`src/rtl/tug_playfield.sv`:
```
// -----------------------------------------------------------------------------
// tug_playfield
//   Tug-of-war playfield. Owns the whole row of lights, the light position,
//   per-player scores and the round/match state. Button press edges are
//   detected internally; a press moves the single lit position one step
//   toward the pressing player's side, and pushing it off an edge wins the
//   round. After a round win the row goes dark for HOLD_CYCLES cycles, then
//   play restarts from the centre. The match ends when a score saturates.
//
// Parameters
//   NUM_LIGHTS  : number of lights (odd, >= 3)
//   SCORE_W     : score counter width; match ends at 2**SCORE_W-1
//   HOLD_CYCLES : dark cycles after a round win (>= 1)
//
// Ports
//   clock       : system clock, all state updates on posedge
//   reset       : synchronous active-low reset
//   LeftButton  : synchronised left player level, rising edge = press
//   RightButton : synchronised right player level, rising edge = press
//   lights      : playfield LEDs, bit NUM_LIGHTS-1 leftmost, bit 0 rightmost
//   left_score  : rounds won by the left player
//   right_score : rounds won by the right player
//   left_win    : one-cycle pulse on a left round win
//   right_win   : one-cycle pulse on a right round win
//   game_over   : high while the match is finished
// -----------------------------------------------------------------------------
module tug_playfield #(
    parameter int unsigned NUM_LIGHTS  = 9,
    parameter int unsigned SCORE_W     = 3,
    parameter int unsigned HOLD_CYCLES = 4
) (
    input  logic                  clock,
    input  logic                  reset,
    input  logic                  LeftButton,
    input  logic                  RightButton,
    output logic [NUM_LIGHTS-1:0] lights,
    output logic [SCORE_W-1:0]    left_score,
    output logic [SCORE_W-1:0]    right_score,
    output logic                  left_win,
    output logic                  right_win,
    output logic                  game_over
);

    localparam int unsigned POS_W  = $clog2(NUM_LIGHTS);
    localparam int unsigned HOLD_W = (HOLD_CYCLES > 1) ? $clog2(HOLD_CYCLES) : 1;

    localparam logic [POS_W-1:0]   POS_CENTER  = POS_W'((NUM_LIGHTS - 1) / 2);
    localparam logic [POS_W-1:0]   POS_LEFT    = POS_W'(NUM_LIGHTS - 1);
    localparam logic [POS_W-1:0]   POS_RIGHT   = POS_W'(0);
    localparam logic [HOLD_W-1:0]  HOLD_LAST   = HOLD_W'(HOLD_CYCLES - 1);
    // Score value one below saturation: a win from here ends the match.
    localparam logic [SCORE_W-1:0] SCORE_FINAL = SCORE_W'((1 << SCORE_W) - 2);

    typedef enum logic [1:0] {
        ST_PLAY = 2'b00,
        ST_HOLD = 2'b01,
        ST_DONE = 2'b10
    } state_t;

    state_t                state_r;
    logic [POS_W-1:0]      pos_r;
    logic [HOLD_W-1:0]     hold_cnt_r;
    logic [SCORE_W-1:0]    left_score_r;
    logic [SCORE_W-1:0]    right_score_r;
    logic                  left_prev_r;
    logic                  right_prev_r;
    logic [NUM_LIGHTS-1:0] lights_r;
    logic                  left_win_r;
    logic                  right_win_r;
    logic                  game_over_r;

    logic                  left_press_s;
    logic                  right_press_s;
    logic                  move_left_s;
    logic                  move_right_s;

    // One-hot light pattern for a given position.
    function automatic logic [NUM_LIGHTS-1:0] onehot_f(input logic [POS_W-1:0] p);
        onehot_f = {{(NUM_LIGHTS-1){1'b0}}, 1'b1} << p;
    endfunction

    // Press edge detection and move decode; simultaneous presses cancel.
    always_comb begin
        left_press_s  = LeftButton  & ~left_prev_r;
        right_press_s = RightButton & ~right_prev_r;
        move_left_s   = left_press_s  & ~right_press_s;
        move_right_s  = right_press_s & ~left_press_s;
    end

    // Round/match FSM with registered datapath and outputs.
    always_ff @(posedge clock) begin
        if (!reset) begin
            state_r       <= ST_PLAY;
            pos_r         <= POS_CENTER;
            hold_cnt_r    <= '0;
            left_score_r  <= '0;
            right_score_r <= '0;
            // Prev registers start high so a button held through reset
            // release is not seen as a press.
            left_prev_r   <= 1'b1;
            right_prev_r  <= 1'b1;
            lights_r      <= onehot_f(POS_CENTER);
            left_win_r    <= 1'b0;
            right_win_r   <= 1'b0;
            game_over_r   <= 1'b0;
        end else begin
            left_prev_r <= LeftButton;
            right_prev_r <= RightButton;
            left_win_r  <= 1'b0;
            right_win_r <= 1'b0;
            case (state_r)
                ST_PLAY: begin
                    if (move_right_s && (pos_r == POS_RIGHT)) begin
                        right_win_r   <= 1'b1;
                        right_score_r <= right_score_r + SCORE_W'(1);
                        if (right_score_r == SCORE_FINAL) begin
                            state_r     <= ST_DONE;
                            lights_r    <= onehot_f(POS_RIGHT);
                            game_over_r <= 1'b1;
                        end else begin
                            state_r    <= ST_HOLD;
                            hold_cnt_r <= '0;
                            lights_r   <= '0;
                        end
                    end else if (move_left_s && (pos_r == POS_LEFT)) begin
                        left_win_r   <= 1'b1;
                        left_score_r <= left_score_r + SCORE_W'(1);
                        if (left_score_r == SCORE_FINAL) begin
                            state_r     <= ST_DONE;
                            lights_r    <= onehot_f(POS_LEFT);
                            game_over_r <= 1'b1;
                        end else begin
                            state_r    <= ST_HOLD;
                            hold_cnt_r <= '0;
                            lights_r   <= '0;
                        end
                    end else if (move_right_s) begin
                        pos_r    <= pos_r - POS_W'(1);
                        lights_r <= onehot_f(pos_r - POS_W'(1));
                    end else if (move_left_s) begin
                        pos_r    <= pos_r + POS_W'(1);
                        lights_r <= onehot_f(pos_r + POS_W'(1));
                    end else begin
                        lights_r <= onehot_f(pos_r);
                    end
                end
                ST_HOLD: begin
                    if (hold_cnt_r == HOLD_LAST) begin
                        state_r    <= ST_PLAY;
                        hold_cnt_r <= '0;
                        pos_r      <= POS_CENTER;
                        lights_r   <= onehot_f(POS_CENTER);
                    end else begin
                        hold_cnt_r <= hold_cnt_r + HOLD_W'(1);
                        lights_r   <= '0;
                    end
                end
                ST_DONE: begin
                    // Winner's edge bit already latched in lights_r.
                    game_over_r <= 1'b1;
                end
                default: begin
                    state_r     <= ST_PLAY;
                    pos_r       <= POS_CENTER;
                    hold_cnt_r  <= '0;
                    lights_r    <= onehot_f(POS_CENTER);
                    game_over_r <= 1'b0;
                end
            endcase
        end
    end

    assign lights      = lights_r;
    assign left_score  = left_score_r;
    assign right_score = right_score_r;
    assign left_win    = left_win_r;
    assign right_win   = right_win_r;
    assign game_over   = game_over_r;

endmodule
```
`config.mk`:
```
export PLATFORM = sky130hd
export DESIGN_NAME = tug_playfield
export DESIGN_NICKNAME = d
export VERILOG_FILES = /design/src/rtl/tug_playfield.sv
export SDC_FILE = /design/constraint.sdc
export NUM_CORES = 1
export LEC_CHECK = 0
export ABC_AREA = 1
export BUFFER_PORTS_ARGS = -buffer_cell sky130_fd_sc_hd__buf_2
export CAP_MARGIN = 20
export CORE_MARGIN = 2
export CORE_UTILIZATION = 56
export DETAILED_ROUTE_END_ITERATION = 10
export PLACE_DENSITY_LB_ADDON = 0.25
export SYNTH_ARGS = -nofsm -noshare
export SYNTH_HDL_FRONTEND = slang
export SYNTH_SLANG_ARGS = --single-unit
```
`constraint.sdc`:
```
create_clock -name clock -period 2.13 [get_ports clock]
set_clock_uncertainty 0.15 [all_clocks]
set_input_delay 0.426 -clock clock [delete_from_list [all_inputs] [get_ports clock]]
set_output_delay 0.426 -clock clock [all_outputs]
set_load 0.01 [all_outputs]
```
-- After elaboration in Yosys (flattened, before gate mapping)
Cells that the tools add are included.
- multiplexer cells: 33
- shifts and indexed selects: 3
- add/subtract/negate cells: 5
- $mul: 0
- div/mod/pow operators: 0
- $lt $le $gt $ge: 0
- equal/unequal tests: 15
- bitwise gates (word level): 13
- reduce and logical (&&, ||, !) cells: 12
- operator list (cell ; number):
    9-bit 2-to-1 mux ; 5
    9-bit case mux with 3 select lines ; 1
    1-bit by 4-bit left shift with 9-bit output, first input constant ; 3
    2-bit 2-to-1 mux ; 10
    4-bit 2-to-1 mux ; 5
    3-bit != test, second input constant ; 6
    2-bit case mux with 3 select lines ; 2
    4-bit case mux with 3 select lines ; 1
    1-bit NOT ; 9
    4-bit AND reduction ; 2
    1-bit 2-to-1 mux ; 7
    3-bit by 1-bit adder with 3-bit output, second input constant ; 2
    3-bit == test, second input constant ; 2
    2-bit != test, second input constant ; 3
    3-bit AND reduction ; 2
    5-bit 2-to-1 mux ; 1
    5-bit AND reduction ; 1
    4-bit by 1-bit adder with 4-bit output, second input constant ; 1
    1-bit AND ; 4
    2-bit == test, second input constant ; 2
    4-bit == test, second input constant ; 1
    4-bit zero test ; 1
    2-bit AND reduction ; 2
    4-bit by 1-bit subtractor with 4-bit output, second input constant ; 1
    6 further kinds ; 7
- bits in latches: 0
- bits of input ports: 4
- flip-flop bits (word level): 28
- memories kept: 0
- ROM bits: 0
- bits in writable memories: 0
- word-level logic and storage cells: 92
- output and inout port bits: 18

-- Logic depth before layout (Yosys ltp)
- depth in word-level cells: 9
- mapped depth: 14
- mapped depth without buffers: 14

-- Worst setup path before layout
OpenSTA, ideal clock, no wires.
- kind: in2reg
- start point: input port LeftButton
- end point: register lights_r[8], in the netlist lights[8]
- path slack: 0.159 ns
- buffers on the path: 1
- arrival time: 1.749 ns
- setup time: 0.072 ns
- cell stages on the path: 13
- required time: 1.908 ns
- path through: inv_1 > nor2_1 > inv_1 > ha_1 > buf_6 > nor2_4 > xor2_2 > nand2_1 > nor2_1 > nand2_1 > nand2_1 > nand2_1 > a21oi_1
- cells in the longest elaborated chain, start to end: 7
- elaborated cells on any way between the ends: 11
- classes of those cells: mux: 5; bitwise: 4; reduce/logical: 2
- ends and longest elaborated chain (what ; line ; text):
    start: declaration ; 34 ; input logic LeftButton,
    1-bit AND (*) ; 84 ; left_press_s = LeftButton & ~left_prev_r;
    1-bit AND or 1-bit NOT (tied branches) ; 86, 87 ;
    9-bit 2-to-1 mux or 1-bit AND (tied branches) ; 140, 87 ;
    9-bit 2-to-1 mux ; 137 ; end else if (move_right_s) begin
    9-bit 2-to-1 mux ; 125 ; end else if (move_left_s && (pos_r == POS_LEFT)) begin
    9-bit 2-to-1 mux (*) ; 113 ; if (move_right_s && (pos_r == POS_RIGHT)) begin
    9-bit case mux with 3 select lines (*) ; 111 ; case (state_r)
    end signal: assignment ; 118 ; lights_r <= onehot_f(POS_RIGHT);
    end signal: assignment ; 130 ; lights_r <= onehot_f(POS_LEFT);
    end signal: assignment ; 139 ; lights_r <= onehot_f(pos_r - POS_W'(1));
    end: declaration ; 67 ; logic [NUM_LIGHTS-1:0] lights_r;
Every way passes the cells marked *; elsewhere a longest branch is shown, timed or not.
A chain may end at the register's enable or synchronous reset.

-- Worst setup path in the final report
- start point: register pos_r[1]
- end point: register lights_r[6], in the netlist lights[6]
- cells in the longest elaborated chain, start to end: 7
- elaborated cells on any way between the ends: 14
- classes of those cells: add/sub: 2; eq/ne: 1; shift: 3; mux: 5; reduce/logical: 3
- ends and longest elaborated chain (what ; line ; text):
    start: declaration ; 61 ; logic [POS_W-1:0] pos_r;
    start signal: assignment ; 138 ; pos_r <= pos_r - POS_W'(1);
    start signal: assignment ; 141 ; pos_r <= pos_r + POS_W'(1);
    4-bit by 1-bit adder with 4-bit output ; 142 ; lights_r <= onehot_f(pos_r + POS_W'(1));
    1-bit by 4-bit left shift with 9-bit output ; 79 ; onehot_f = {{(NUM_LIGHTS-1){1'b0}}, 1'b1} << p;
    9-bit 2-to-1 mux ; 140 ; end else if (move_left_s) begin
    9-bit 2-to-1 mux ; 137 ;
    9-bit 2-to-1 mux ; 125 ;
    9-bit 2-to-1 mux (*) ; 113 ;
    9-bit case mux with 3 select lines (*) ; 111 ;
Marked as above.

==> flow_summary.json <==
{
  "p_leak_nw": 0.8396,
  "whs_ps": 117.3,
  "io_buffers": 21,
  "die-width_um": 56.51,
  "clk_pin_slew_ps": 150,
  "final_nets": 252,
  "place_ws_ps": -119.0,
  "dr.pass1.iters": 4,
  "synth_fp_nets": 226,
  "cap_violations": 0,
  "fin_setup_tns_ps": 0,
  "netlist_area_sq_mm": 0.001544,
  "drt_iter0_markers": 30,
  "n_fill_cell": 250,
  "fmax_mhz": 521.9,
  "hpwl_mm": 2.336,
  "postCtsSetupRepairBufs": 0,
  "finalCritPeriodShare": 0.8996,
  "area_delta_synth_final_pct": 13.78,
  "avgSynthCellArea_sq_um": 7.317,
  "finalHoldViolCount": 0,
  "antennaDiodeCount": 0,
  "cts.repair.resized": 0,
  "multiInputGateArea_sq_um": 867.1,
  "rrSetupSlack_ps": 210,
  "r2r-end": "lights[6]",
  "fin_area_sq_mm": 0.001757,
  "cp.arrival_ps": 2050,
  "worstPathRequired_ps": 2260,
  "antenna_found_initial": 0,
  "clock_path_buffers": 2,
  "grt_pass1_wl_mm": 5.299,
  "crit_path_max_fanout": 6,
  "ctsHoldBuffers": 0,
  "setup_viol": 0,
  "route.detailed.drc": 0,
  "worst_pin_slew_ps": 532.3,
  "ys.flop_type": "dfxtp_1",
  "ys_ff_latch": 28,
  "met2_length_mm": 1.482,
  "reg2regPathDepth": 8,
  "placed_area_sq_mm": 0.001690,
  "relSlewSlack": 0.6438,
  "place_inst": 263,
  "gp_congestion": 0.8704,
  "r2r-start": "pos_r[1]",
  "ir_drop_mv": 0.5231,
  "wl_met3_um": 116,
  "grt.total_usage": 0.2072,
  "cts_root_buffer": "clkbuf_4",
  "wl_met1_mm": 1.381,
  "ys_types": 32,
  "worstSetupPathType": "reg2reg",
  "hold_end": "left_prev_r",
  "top_layer": "met4",
  "hp-class": "in2reg",
  "htreeDepth": 1,
  "clkSinkCount": 28,
  "via_per_inst": 5.131,
  "grt_max_degree": 19,
  "via_count": 1370,
  "cts_tree": "built",
  "final_cells": 267,
  "ant_nets": 0,
  "die_area_sq_mm": 0.003193,
  "cts_inserted_buffers": 3,
  "period_needed_ps": 1916,
  "drive_gt1_frac": 0.2415,
  "status": "finished clean",
  "min-delay-start": "LeftButton",
  "pin_count": 22,
  "seqCellArea_sq_um": 561.8,
  "grt_overflow": 0,
  "cp-end-kind": "register",
  "clk_latency_ps": 330,
  "wl_per_cell_um": 11.24,
  "grt_pass1_vias": 1226,
  "synth_edf_count": 0,
  "start_util": 0.5748,
  "whs_path_depth": 3,
  "utilization": 0.6539,
  "ys_warn_count": 0,
  "synthArstFlopShare": 0,
  "power_density_mw_per_mm2": 645.2,
  "dieHeight_um": 56.51,
  "p_total_mw": 1.133,
  "rsz0062_at_grt": "no",
  "worst_slack_ps": 213.8,
  "wl_mm": 3.002,
  "coreArea_sq_mm": 0.002686,
  "synth_cells": 211,
  "ys_seq_area_frac": 0.3630,
  "start_kind": "register",
  "drv_slew": 0,
  "num_rows": 19
}
[state kept, by name (all words and copies together) (netlist names)]
name	flops
right_score	3
right_prev_r	1
game_over	1
lights	9
left_score	3
state_r	2
right_win	1
left_prev_r	1
pos_r	4
left_win	1
hold_cnt_r	2
[routing by layer]
| metal | up-vias | global-route usage |
|---|---|---|
| li1 | 733 | - |
| met1 | 603 | 0.2685 |
| met2 | 30 | 0.3671 |
| met3 | 4 | 0.02535 |
| met4 | 0 | 0.04422 |
| met5 | - | 0 |
[placed cells by master, fill, tap and decap left out, drive strengths merged, types with 2 or more instances in the layout]
cell,count
nand2,49
buf,25
inv,26
ha,11
clkbuf,3
nor2,26
nand3,11
and3,2
a21oi,31
or2,2
nor3,2
dfxtp,28
o21ai,9
nand4,4
[worst max path at each step]
stage / endpoint / depth (start not counted) / start / slack [ps]
after global routing: lights[2] / 11 / right_prev_r / 30
after floorplan: lights[8] / 13 / LeftButton / 160
final: lights[6] / 8 / pos_r[1] / 210
after CTS: lights[7] / 9 / right_prev_r / 90
after detailed placement: lights[7] / 11 / RightButton / -120
after global placement: lights[7] / 11 / RightButton / -40
[layout make-up]
class                           count  share of cell area
Clock buffer                        3             0.01282
Tap cell                           31             0.02208
Sequential cell                    28              0.3198
Clock inverter                      1             0.01709
Timing Repair Buffer               25             0.07692
Multi-Input combinational cell    152              0.4936
Inverter                           27             0.05769
[synth_stat cells, types with 3 or more instances]
cell type,n,area (sq um)
a21oi_1,25,125.1
a21oi_2,6,52.55
dfxtp_1,28,560.5
ha_1,11,137.6
inv_1,20,75.07
inv_2,6,22.52
nand2_1,48,180.2
nand3_1,9,45.04
nand4_1,3,18.77
nor2_1,21,78.83
nor2_2,3,18.77
o21ai_0,7,35.03
[kinds of logic after synthesis]
logic type,share of synthesized area
compound gates,0.1605
fa+ha+maj,0.08914
xor+xnor,0.01054
flops,0.3630
simple gates,0.2934
buf+inv,0.08346
[power breakdown]
part           switching (mW)  total, mW  internal, mW
clock network           0.160      0.350         0.190
logic                   0.133      0.214        0.0809
registers              0.0227      0.570         0.547
[critical path, cell delays in order, from the launching register on]
cell	delay (ps)
dfxtp_1	450
inv_1	110
ha_1	260
nand4_2	200
nand3_4	120
or2_1	250
nor2_1	140
nand2_1	90
a21oi_2	110
(Power assumes the default switching activity.)
